<file path="config.mk">
export PLATFORM = sky130hd
export DESIGN_NAME = sort_sequencer_flat
export DESIGN_NICKNAME = d
export VERILOG_FILES = /design/src/rtl/sort_sequencer_if.sv /design/src/rtl/sort_sequencer.sv /design/src/flat_wrapper.sv
export SDC_FILE = /design/constraint.sdc
export NUM_CORES = 1
export LEC_CHECK = 0
export CORE_UTILIZATION = 45
export CTS_CLUSTER_DIAMETER = 50
export DETAILED_ROUTE_END_ITERATION = 16
export GPL_ROUTABILITY_DRIVEN = 0
export PLACE_DENSITY_LB_ADDON = 0.25
export SYNTH_ARGS = -nofsm -noshare
export SYNTH_HDL_FRONTEND = slang
export SYNTH_SLANG_ARGS = --single-unit
</file>
<file path="constraint.sdc">
create_clock -name clk -period 6.5 [get_ports clk]
set_clock_uncertainty 0.2 [all_clocks]
set_input_delay 1.625 -clock clk [delete_from_list [all_inputs] [get_ports clk]]
set_output_delay 1.625 -clock clk [all_outputs]
set_load 0.01 [all_outputs]
</file>
<file path="src/rtl/sort_sequencer_if.sv">
// Host-side and compare-swap bus for sort_sequencer.
//
// Handshake: the host drives start for at least one cycle while busy=0. The
// sequencer takes start as accepted on the first rising edge where it is in
// IDLE. It then holds busy=1 until the end of the single cycle in which done=1.
// start and wr_en are ignored while busy=1, and nothing is queued.
interface sort_sequencer_if #(
    parameter int W  = 8,
    parameter int AW = 3
);
    logic          wr_en;
    logic [AW-1:0] wr_addr;
    logic [W-1:0]  wr_data;
    logic [AW-1:0] rd_addr;
    logic [W-1:0]  rd_data;
    logic          start;
    logic          desc;
    logic          busy;
    logic          done;
    logic [15:0]   swap_count;
    logic [W-1:0]  cs_a;
    logic [W-1:0]  cs_b;
    logic [W-1:0]  cs_lo;
    logic [W-1:0]  cs_hi;
    logic [1:0]    dbg_state;

    // Host side, which also hosts the external compare-swap unit
    modport master (
        output wr_en, wr_addr, wr_data, rd_addr, start, desc, cs_lo, cs_hi,
        input  rd_data, busy, done, swap_count, cs_a, cs_b, dbg_state
    );

    // Sequencer side
    modport slave (
        input  wr_en, wr_addr, wr_data, rd_addr, start, desc, cs_lo, cs_hi,
        output rd_data, busy, done, swap_count, cs_a, cs_b, dbg_state
    );
endinterface

</file>
<file path="src/rtl/sort_sequencer.sv">
// In-place bubble sort of a 2**AW entry register array.
// An external combinational compare-swap unit does the comparisons. The sort
// ends early when a pass makes no swaps.
module sort_sequencer #(
    parameter int W  = 8,
    parameter int AW = 3
) (
    input  logic               clk,
    input  logic               rst,
    sort_sequencer_if.slave    bus
);
    localparam int N = 1 << AW;

    localparam logic [1:0] S_IDLE     = 2'd0;
    localparam logic [1:0] S_CMP      = 2'd1;
    localparam logic [1:0] S_PASS_END = 2'd2;
    localparam logic [1:0] S_DONE     = 2'd3;

    // Highest j in pass 0. Later passes stop one entry earlier each.
    localparam logic [AW-1:0] LAST_J = AW'(N - 2);

    logic [1:0]    state_q, state_d;
    logic [W-1:0]  mem_q [N];
    logic [W-1:0]  mem_d [N];
    logic [AW-1:0] j_q, j_d;
    logic [AW-1:0] pass_q, pass_d;
    logic          swapped_q, swapped_d;
    logic          desc_q, desc_d;
    logic [15:0]   count_q, count_d;
    logic [W-1:0]  rd_data_q, rd_data_d;

    logic [AW-1:0] j_p1;
    logic          is_swap;

    assign j_p1 = j_q + 1'b1;

    // Operands always reflect the current pair; they are only used in CMP
    assign bus.cs_a = mem_q[j_q];
    assign bus.cs_b = mem_q[j_p1];

    // Whether the pair is out of order for the latched direction (equal never swaps)
    assign is_swap = desc_q ? (bus.cs_a < bus.cs_b) : (bus.cs_a > bus.cs_b);

    assign bus.busy       = (state_q != S_IDLE);
    assign bus.done       = (state_q == S_DONE);
    assign bus.swap_count = count_q;
    assign bus.rd_data    = rd_data_q;
    assign bus.dbg_state  = state_q;

    // Next-state logic for the sequencer FSM, array and counters
    always_comb begin
        state_d   = state_q;
        mem_d     = mem_q;
        j_d       = j_q;
        pass_d    = pass_q;
        swapped_d = swapped_q;
        desc_d    = desc_q;
        count_d   = count_q;
        rd_data_d = mem_q[bus.rd_addr];

        case (state_q)
            S_IDLE: begin
                // A write and a start in the same cycle: the write lands first
                if (bus.wr_en) begin
                    mem_d[bus.wr_addr] = bus.wr_data;
                end
                if (bus.start) begin
                    desc_d    = bus.desc;
                    count_d   = '0;
                    j_d       = '0;
                    pass_d    = '0;
                    swapped_d = 1'b0;
                    state_d   = S_CMP;
                end
            end
            S_CMP: begin
                mem_d[j_q]  = desc_q ? bus.cs_hi : bus.cs_lo;
                mem_d[j_p1] = desc_q ? bus.cs_lo : bus.cs_hi;
                if (is_swap) begin
                    swapped_d = 1'b1;
                    count_d   = count_q + 16'd1;
                end
                if (j_q == (LAST_J - pass_q)) begin
                    state_d = S_PASS_END;
                end else begin
                    j_d = j_p1;
                end
            end
            S_PASS_END: begin
                if (!swapped_q || (pass_q == LAST_J)) begin
                    state_d = S_DONE;
                end else begin
                    pass_d    = pass_q + 1'b1;
                    j_d       = '0;
                    swapped_d = 1'b0;
                    state_d   = S_CMP;
                end
            end
            default: begin
                state_d = S_IDLE;
            end
        endcase
    end

    // State registers with synchronous reset that clears the whole array
    always_ff @(posedge clk) begin
        if (rst) begin
            state_q   <= S_IDLE;
            for (int i = 0; i < N; i++) begin
                mem_q[i] <= '0;
            end
            j_q       <= '0;
            pass_q    <= '0;
            swapped_q <= 1'b0;
            desc_q    <= 1'b0;
            count_q   <= '0;
            rd_data_q <= '0;
        end else begin
            state_q   <= state_d;
            mem_q     <= mem_d;
            j_q       <= j_d;
            pass_q    <= pass_d;
            swapped_q <= swapped_d;
            desc_q    <= desc_d;
            count_q   <= count_d;
            rd_data_q <= rd_data_d;
        end
    end
endmodule

</file>
<file path="src/flat_wrapper.sv">
// flat-port wrapper written by rule: the top's interface ports become plain ports
module sort_sequencer_flat 
#(
    parameter int W  = 8,
    parameter int AW = 3
)
  (clk, rst, bus_wr_en, bus_wr_addr, bus_wr_data, bus_rd_addr, bus_start, bus_desc, bus_cs_lo, bus_cs_hi, bus_rd_data, bus_busy, bus_done, bus_swap_count, bus_cs_a, bus_cs_b, bus_dbg_state);
  sort_sequencer_if #(.W(W), .AW(AW)) bus_i ();
  input  logic clk;
  input  logic rst;
  input wire logic [$bits(bus_i.wr_en)-1:0] bus_wr_en;
  input wire logic [$bits(bus_i.wr_addr)-1:0] bus_wr_addr;
  input wire logic [$bits(bus_i.wr_data)-1:0] bus_wr_data;
  input wire logic [$bits(bus_i.rd_addr)-1:0] bus_rd_addr;
  input wire logic [$bits(bus_i.start)-1:0] bus_start;
  input wire logic [$bits(bus_i.desc)-1:0] bus_desc;
  input wire logic [$bits(bus_i.cs_lo)-1:0] bus_cs_lo;
  input wire logic [$bits(bus_i.cs_hi)-1:0] bus_cs_hi;
  output wire logic [$bits(bus_i.rd_data)-1:0] bus_rd_data;
  output wire logic [$bits(bus_i.busy)-1:0] bus_busy;
  output wire logic [$bits(bus_i.done)-1:0] bus_done;
  output wire logic [$bits(bus_i.swap_count)-1:0] bus_swap_count;
  output wire logic [$bits(bus_i.cs_a)-1:0] bus_cs_a;
  output wire logic [$bits(bus_i.cs_b)-1:0] bus_cs_b;
  output wire logic [$bits(bus_i.dbg_state)-1:0] bus_dbg_state;
  assign bus_i.wr_en = bus_wr_en;
  assign bus_i.wr_addr = bus_wr_addr;
  assign bus_i.wr_data = bus_wr_data;
  assign bus_i.rd_addr = bus_rd_addr;
  assign bus_i.start = bus_start;
  assign bus_i.desc = bus_desc;
  assign bus_i.cs_lo = bus_cs_lo;
  assign bus_i.cs_hi = bus_cs_hi;
  assign bus_rd_data = bus_i.rd_data;
  assign bus_busy = bus_i.busy;
  assign bus_done = bus_i.done;
  assign bus_swap_count = bus_i.swap_count;
  assign bus_cs_a = bus_i.cs_a;
  assign bus_cs_b = bus_i.cs_b;
  assign bus_dbg_state = bus_i.dbg_state;
  sort_sequencer #(.W(W), .AW(AW)) u_core (.clk(clk), .rst(rst), .bus(bus_i));
endmodule
</file>
Yosys cells after proc, flatten, opt, wreduce, memory -nomap -nowiden. Index checks and enable logic that the tools add are counted.

Output and inout port bits: 44. Word-level logic and storage cells: 100. Bits in registers: 98.

Muxes and demuxes: 40. Eq/ne operators: 11. Reductions and logical operators: 17. Add/subtract/negate cells: 4. $lt $le $gt $ge: 9. Bitwise operators: 4.

Operators by type and width (number): bitwise mux 64 bit (3); case mux 64 bit (2 select lines) (1); 2-to-1 mux 8 bit (11); binary-select mux 8 bit (select 3 bit) (3); demux 8 bit (select 3 bit) (3); 2-to-1 mux 64 bit (1); 2-to-1 mux 16 bit (2); case mux 16 bit (2 select lines) (1); adder 16 x 1 -> 16 bit (second input constant) (1); >= comparator 4 bit (second input constant) (4); inverter 3 -> 4 bit (4); < comparator 4 x 1 -> 1 bit (second input constant) (3); 2-to-1 mux 3 bit (4); case mux 3 bit (3 select lines) (1); greater-than comparator 8 bit (1); < comparator 8 bit (1); inequality test 2 bit (second input constant) (4); AND reduction 4 bit (2); adder 3 x 1 -> 3 bit (second input constant) (2); 2-to-1 mux 2 bit (3); case mux 2 bit (3 select lines) (1); case mux 3 bit (2 select lines) (1); AND reduction 2 bit (3); AND reduction 3 bit (2); other kinds (14) (23).

Logic depth before layout (Yosys ltp). Gate-level depths: netlist of the first run.

Depth after elaboration: 9. Gate-level depth with buffers: 16. Mapped depth without buffers: 12.

Worst setup path before layout of the first run. OpenSTA, ideal clock, no wires.

Path type: register to register. Start: register u_core.j_q[0]. End: register u_core.count_q[7], in the netlist u_core.bus.swap_count[7]. Setup time: 0.072 ns. Path slack: 2.648 ns. Arrival time: 3.580 ns. Cell stages (with the launch flop): 17. Clock period less this slack: 3.852 ns. Cells stage by stage: dfxtp_1 > ha_1 > xor2_1 > and2_1 > buf_2 > buf_2 > a22o_1 > nor4_1 > ha_1 > nor2b_1 > o211ai_1 > a21oi_1 > or4_1 > clkbuf_1 > clkbuf_1 > nand4_1 > mux2i_1.

Word-level cells in the longest chain between the ends: 9. Elaborated cells on any way between the ends: 14. Classes of those cells: add/sub (1); order compare (2); eq/ne (1); mux (7); bitwise (2); reduce/logical (1).

Ends and longest elaborated chain: start, declared (line sort_sequencer.sv:25) `logic [AW-1:0] j_q, j_d;`; start signal, assigned (line sort_sequencer.sv:121) `j_q <= j_d;`; adder 3 x 1 -> 3 bit (line sort_sequencer.sv:35) `assign j_p1 = j_q + 1'b1;`; inverter 3 -> 4 bit (not written as such) (line sort_sequencer.sv:39) `assign bus.cs_b = mem_q[j_p1];`; binary-select mux 8 bit (select 3 bit) (line sort_sequencer.sv:39); 2-to-1 mux 8 bit (not written as such) (2 in a row) (line sort_sequencer.sv:39); greater-than comparator 8 bit / < comparator 8 bit (equally long branches) (line sort_sequencer.sv:42) `assign is_swap = desc_q ? (bus.cs_a < bus.cs_b) : (bus.cs_a > bus.cs_b);`; 2-to-1 mux 1 bit * (line sort_sequencer.sv:42); inequality test 2 x 1 -> 1 bit (no source line) *; AND reduction 3 bit (no source line) *; end signal, assigned (line sort_sequencer.sv:125) `count_q <= count_d;`; end, declared (line sort_sequencer.sv:29) `logic [15:0] count_q, count_d;`.

Every way passes the cells marked *; elsewhere a longest branch is shown, timed or not. The select of a mux whose other input is x is not followed. A chain may end at the register's enable or synchronous reset.

Final worst setup path of the first run.
Start: register u_core.j_q[0]. End: output port bus_cs_b[4].

Word-level cells in the longest chain between the ends: 5.

Ends and longest elaborated chain: adder 3 x 1 -> 3 bit (line sort_sequencer.sv:35); inverter 3 -> 4 bit (not written as such) (line sort_sequencer.sv:39); binary-select mux 8 bit (select 3 bit) (line sort_sequencer.sv:39); 2-to-1 mux 8 bit (not written as such) (2 in a row) (line sort_sequencer.sv:39); end, declared (line flat_wrapper.sv:24) `output wire logic [$bits(bus_i.cs_b)-1:0] bus_cs_b;`.

No other way between the ends. The select of a mux whose other input is x is not followed.

==> flow_summary.json, run 1 <==
{
  "clock-sinks": 98,
  "path_max_fanout": 25,
  "reg2reg_depth": 12,
  "nNetsFinal": 1022,
  "wl_um": 29190,
  "critical-path-top-delay-family": "simple AND/OR/NAND/NOR gates",
  "first_pass_iters": 8,
  "met2_usage": 0.4757,
  "overflow": 0,
  "synth_edf_count": 0,
  "synthCells": 994,
  "syn-num-nets": 1042,
  "use_met3": 0.07230,
  "slew_viol_final": 0,
  "power.internal_uw": 1151,
  "area_delta_synth_final_pct": 12.37,
  "cp.depth": 7,
  "grt_use_met1": 0.4540,
  "numCtsBuffers": 9,
  "postSynthAreaPerCell_um2": 7.848,
  "drive_gt1_frac": 0.08887,
  "antenna_found_initial": 0,
  "rsz0062_at_grt": "false",
  "port_buffers": 78,
  "crit_path_top_delay_cell": "dfxtp_1",
  "grt_max_degree": 70,
  "p_comb_frac": 0.331,
  "setup_viol": 0,
  "hold_violations": 0,
  "outcome": "completed",
  "die_area_um2": 17870,
  "critPathKind": "flop to output port",
  "die_x_um": 133.7,
  "top_usage_layer": "met2",
  "dp_hpwl_um": 19560,
  "reg2reg_to": "u_core.bus.swap_count[12]",
  "ys_warn_count": 0,
  "stdcell_area_um2": 8766,
  "ctsHtreeMaxLevel": 3,
  "finalSetupTns_ns": 0,
  "layout_commonest_cell": "nor2_1",
  "cts_root_buf": "clkbuf_16",
  "p_sw_uw": 736.1,
  "boundaryPins": 79,
  "initial_core_util": 0.4655,
  "drc": 0,
  "fp.dieH_um": 133.7,
  "cp_num_buf_inv": 2,
  "worst_pin_slew_ns": 1.201,
  "critPathLaunchType": "flop",
  "rrSetupSlack_ns": 1.45,
  "ys_types": 59,
  "p_clk_frac": 0.286,
  "rows": 47,
  "seq_power_share": 0.383,
  "cp.required_ns": 4.68,
  "max_stage_delay_ns": 0.69,
  "vias_per_cell": 7.289,
  "grt_first_pass_wirelength_um": 44820,
  "vias": 8740,
  "swShare": 0.3901,
  "cp-end-kind": "output port",
  "place_area_um2": 8478,
  "cts_buffer_depth": 2,
  "min_period_ns": 5.412,
  "syn_area_um2": 7801,
  "drtIter0Drc": 1413,
  "final_antenna_net_count": 0,
  "grt_pass1_vias": 7620,
  "p_leak_uw": 0.002922,
  "max-cap-violations": 0,
  "cts_hold_buf": 0,
  "crit_start": "u_core.j_q[0]",
  "ys_seq_area_frac": 0.2515,
  "grt_use_total": 0.3232,
  "clock.fmax_mhz": 184.8,
  "cp_cell_sequence": "ha_1, xor2_1, and2_1, a22o_1, nor4_1, inv_2, clkdlybuf4s50_1",
  "postSynth.asyncResetShare": 0,
  "path_clk_slew_ns": 0.08,
  "cts_setup_buffers": 0,
  "vdd_drop_max_v": 0.0001670,
  "synth_area_leaders": "dfxtp_1 (25%), a221oi_1 (14%), nor3_1 (7.6%)",
  "r2r-start": "u_core.j_q[0]",
  "nFillCells": 1694,
  "core_area_um2": 16760,
  "arrival_ns": 3.59,
  "yosysTopAreaCell": "dfxtp_1",
  "worstHoldPathType": "flop to flop",
  "layout_common_cells": "nor2_1 (144), a221oi_1 (128), nor3_1 (117)",
  "fin_crit_sh": 0.8326,
  "slew_headroom": 0.1992,
  "yosys_register_bits": 98,
  "cts_resized": 0,
  "num_antenna_cells": 0,
  "p_per_area_nw_per_um2": 215.3,
  "cts_tree": "done",
  "synth_top_flop_cell": "dfxtp_1",
  "cp-endpoint": "bus_cs_b[4]",
  "clock_latency_ns": 0.36,
  "routedWlPerCell_um": 24.35,
  "synth_top_cell_area_share": 0.2515
}
[area by class of cell]
class	instances	area (um^2)	share of cell area
clock buffers	9	225.2	0.02569
clock inverters	7	62.56	0.007137
inverters	18	67.56	0.007708
multi-input cells	751	5261	0.6002
flip-flops and latches	98	1963	0.2240
well taps	220	275.3	0.03140
repair buffers	96	910.9	0.1039
[through the flow]
stage | utilization | total power, uW | worst slack (ns) | hold slack (ns) | instances
after floorplan | - | 1126 | 2.648 | 0.2898 | 994
after global placement | 0.5059 | 1333 | 1.636 | 0.2783 | 1183
after detailed placement | 0.5059 | 1340 | 1.545 | 0.2727 | 1183
after CTS | 0.5230 | 1870 | 1.174 | 0.2931 | 1199
after global routing | 0.5230 | 1957 | 0.9256 | 0.3103 | 1199
final | 0.5230 | 1887 | 1.088 | 0.2952 | 1199
[how the worst min path moves through the flow]
stage / endpoint / slack, ns / cells past startpoint / from
floorplan: u_core.mem_q[0] / 0.29 / 2 / u_core.mem_q[0]
detailed placement: u_core.bus.swap_count[15] / 0.27 / 2 / u_core.bus.swap_count[15]
global route: u_core.bus.swap_count[15] / 0.31 / 2 / u_core.bus.swap_count[15]
CTS: u_core.bus.swap_count[15] / 0.29 / 2 / u_core.bus.swap_count[15]
finish: u_core.bus.swap_count[15] / 0.30 / 2 / u_core.bus.swap_count[15]
global placement: u_core.bus.swap_count[8] / 0.28 / 2 / u_core.bus.swap_count[8]
[Yosys cell counts (4+ instances only)]
cell type and n:
mux4_2 16, nand2_1 31, inv_1 12, a31oi_1 20, a221oi_1 128, nor4_1 10, buf_1 19, a21oi_1 13
ha_1 13, buf_2 15, or3_1 4, a22oi_1 36, xor2_1 5, clkbuf_1 89, nor2b_1 5, a211oi_2 6
o32ai_1 24, a211o_1 6, nor2_1 144, mux2i_1 30, nand3b_1 6, nand2b_1 6, nor3_1 118, or2_2 7
nand4_1 21, a22o_1 28, and2_1 7, o21ai_0 4, dfxtp_1 98, inv_2 6, a211oi_1 9, nand3_1 11
[layer usage]
metal  part of all wire  wire length (um)  vias up
met5                  0                 0        -
met4              0.033               953        0
met3               0.13              3759       82
met2               0.43             12490      639
met1               0.41             11990     4146
li1                   -                 -     3873
[worst min-delay path, stage by stage (launching register included)]
cell and delay [ns]:
dfxtp_1 0.33, nand2_1 0.06, mux2i_1 0.06
[power by group through the flow]
stage          combinational [uW]  clock (uW)  sequential, uW
6_report                      625         540             723
5_1_grt                       672         560             725
3_5_place_dp                  609           0             731
4_1_cts                       611         543             716
2_1_floorplan                 434           0             693
3_3_place_gp                  602           0             731
[cells by family (layout without fill, tap and decap cells)]
group	after synthesis	count (layout)	share of synthesized area
AOI/OAI and AO/OA	295	295	0.3145
xor gates and xnor gates	8	8	0.009945
adders and majority gates	13	13	0.02085
buffers and inverters	145	130	0.07506
DFF	98	98	0.2515
muxes	46	46	0.08468
and+or+nand+nor	389	389	0.2435
[registers in the layout, summed over array words and instances, names as in the netlist]
name / flops
u_core.mem_q: 64
u_core.swapped_q: 1
u_core.bus.rd_data: 8
u_core.desc_q: 1
u_core.bus.swap_count: 16
u_core.bus.dbg_state: 2
u_core.j_q: 3
u_core.pass_q: 3
(Power assumes the default switching activity.)
==> run 2: changes to the inputs <==
==> constraint.sdc (replaced) <==
create_clock -name clk -period 4.5 [get_ports clk]
set_clock_uncertainty 0.2 [all_clocks]
set_input_delay 1.125 -clock clk [delete_from_list [all_inputs] [get_ports clk]]
set_output_delay 1.125 -clock clk [all_outputs]
set_load 0.01 [all_outputs]
==> run 2 against run 1 <==
  * Cell count increased by 1.8%
  * Largest power group unchanged
  * Hold slack got worse by 0.025 ns
  * First-iteration DRC count decreased by 3.4%
  * Non-clock buffer count increased by 21
  * Clock power increased by 74%
  * Global-route usage increased by 0.29 points
  * Count of clock-buffer cells in the layout increased by 1
  * Utilization increased by 1.3 points
  * Via count increased by 0.86%
  * Largest cell class unchanged
  * Die area unchanged
  * Combinational power increased by 51%
==> flow_summary.json, run 2 (synthesis results as in run 1) <==
{
  "outcome": "completed",
  "multi_input_area_um2": 5261,
  "ctsHtreeMaxLevel": 3,
  "largest_reg_flops": 64,
  "vias_per_cell": 7.225,
  "path_clk_slew_ns": 0.07,
  "p_sw_uw": 1057,
  "num_antenna_cells": 0,
  "port_buffers": 78,
  "grt_use_total": 0.3261,
  "layout_commonest_cell": "nor2_1",
  "numCtsBuffers": 9,
  "initial_core_util": 0.4655,
  "overflow": 0,
  "drtIter0Drc": 1365,
  "worst_pin_slew_ns": 0.8803,
  "cts_setup_buffers": 0,
  "critical-path-top-delay-family": "buffers and inverters",
  "worstHoldPathType": "flop to flop",
  "slew_viol_final": 0,
  "placed_cells": 1204,
  "rsz0062_at_grt": "false",
  "seq_power_share": 0.356,
  "drc": 0,
  "nNetsFinal": 1043,
  "vdd_drop_max_v": 0.0001928,
  "critPathKind": "flop to output port",
  "fp.dieH_um": 133.7,
  "stdcell_count": 1220,
  "p_leak_uw": 0.003056,
  "clock_latency_ns": 0.37,
  "p_clk_frac": 0.321,
  "max-cap-violations": 0,
  "antenna_found_initial": 0,
  "grt_pass1_vias": 7788,
  "largest_register": "u_core.mem_q",
  "power.internal_uw": 1865,
  "cts_resized": 0,
  "finalSetupTns_ns": 0,
  "cts_buffer_depth": 2,
  "swShare": 0.3619,
  "die_x_um": 133.7,
  "clock-sinks": 98,
  "cp.required_ns": 3.17,
  "dp_hpwl_um": 19880,
  "cts_hold_buf": 0,
  "rows": 47,
  "die_area_um2": 17870,
  "core_area_um2": 16760,
  "crit_path_top_delay_cell": "clkdlybuf4s50_1",
  "cts_tree": "done",
  "routedWlPerCell_um": 23.90,
  "setup_viol": 0,
  "critPathLaunchType": "flop",
  "cp_cell_sequence": "ha_1, xor2_1, nor3_2, buf_4, a22oi_1, nand4_1, clkdlybuf4s50_1",
  "cp-end-kind": "output port",
  "p_per_area_nw_per_um2": 325.2,
  "arrival_ns": 2.95,
  "grt_first_pass_wirelength_um": 45370,
  "clock.fmax_mhz": 234.1,
  "hold_ws_ns": 0.2706,
  "first_pass_iters": 6,
  "layout_common_cells": "nor2_1 (144), a221oi_1 (128), nor3_1 (117)",
  "path_max_fanout": 18,
  "area_delta_synth_final_pct": 15.19,
  "grt_max_degree": 77,
  "hold_violations": 0,
  "max_stage_delay_ns": 0.57,
  "fin_crit_sh": 0.9491,
  "fin_util": 0.5362,
  "min_period_ns": 4.271,
  "cts_root_buf": "clkbuf_16",
  "wl_um": 29160,
  "boundaryPins": 79,
  "final_antenna_net_count": 0,
  "ff_latch_area_um2": 1963,
  "cp_num_buf_inv": 2,
  "nFillCells": 1600,
  "drive_gt1_frac": 0.1080,
  "p_comb_frac": 0.323,
  "vias": 8815,
  "slew_headroom": 0.4131
}
-- run 2: cell count changes in the layout (fill, tap and decap cells not counted), sizes merged --
cell and change:
buf +21, bufinv +3, clkinv -3, clkbuf +1, inv -1
-- run 2: cell type report --
cell class                      count  area share
Clock inverter                      6     0.01239
Sequential cell                    98      0.2185
Tap cell                          220     0.03063
Multi-Input combinational cell    751      0.5855
Clock buffer                       10     0.02659
Timing Repair Buffer              117      0.1189
Inverter                           18    0.007519
-- run 2: path summary, 6_finish.rpt --
check / startpoint / endpoint / slack (ns) / cells past startpoint
worst max-delay path: u_core.j_q[0] / bus_cs_b[0] / 0.23 / 7
worst min-delay path: u_core.desc_q / u_core.desc_q / 0.27 / 2
worst max register to register: u_core.j_q[0] / u_core.bus.swap_count[3] / 0.34 / 12
worst min register to register: u_core.desc_q / u_core.desc_q / 0.27 / 2
-- run 2: layer usage --
metal | GRT usage | routed length, um
met5 | 0 | 0
met4 | 0.1559 | 1262
met3 | 0.04871 | 3464
met2 | 0.4870 | 12700
met1 | 0.4576 | 11730
-- run 2: per-stage QoR --
stage	area, um^2	power (uW)	setup slack, ns
after global placement	8636	1959	0.5195
final	8986	2922	0.2291
after global routing	8986	3041	0.03346
after floorplan	7801	1627	0.6484
after CTS	8986	2900	0.2563
after detailed placement	8636	1969	0.4402
-- run 2: worst min-delay path, stage by stage, from the launching register on --
cell	delay (ns)
dfxtp_2	0.33
nand2_1	0.05
a21oi_1	0.05
-- run 2: power groups by stage --
| stage | Clock [uW] | Combinational (uW) | Sequential [uW] |
|---|---|---|---|
| after global placement | 0 | 911 | 1050 |
| after CTS | 947 | 924 | 1030 |
| after floorplan | 0 | 627 | 1000 |
| after global routing | 979 | 1020 | 1040 |
| final | 938 | 944 | 1040 |
| after detailed placement | 0 | 919 | 1050 |
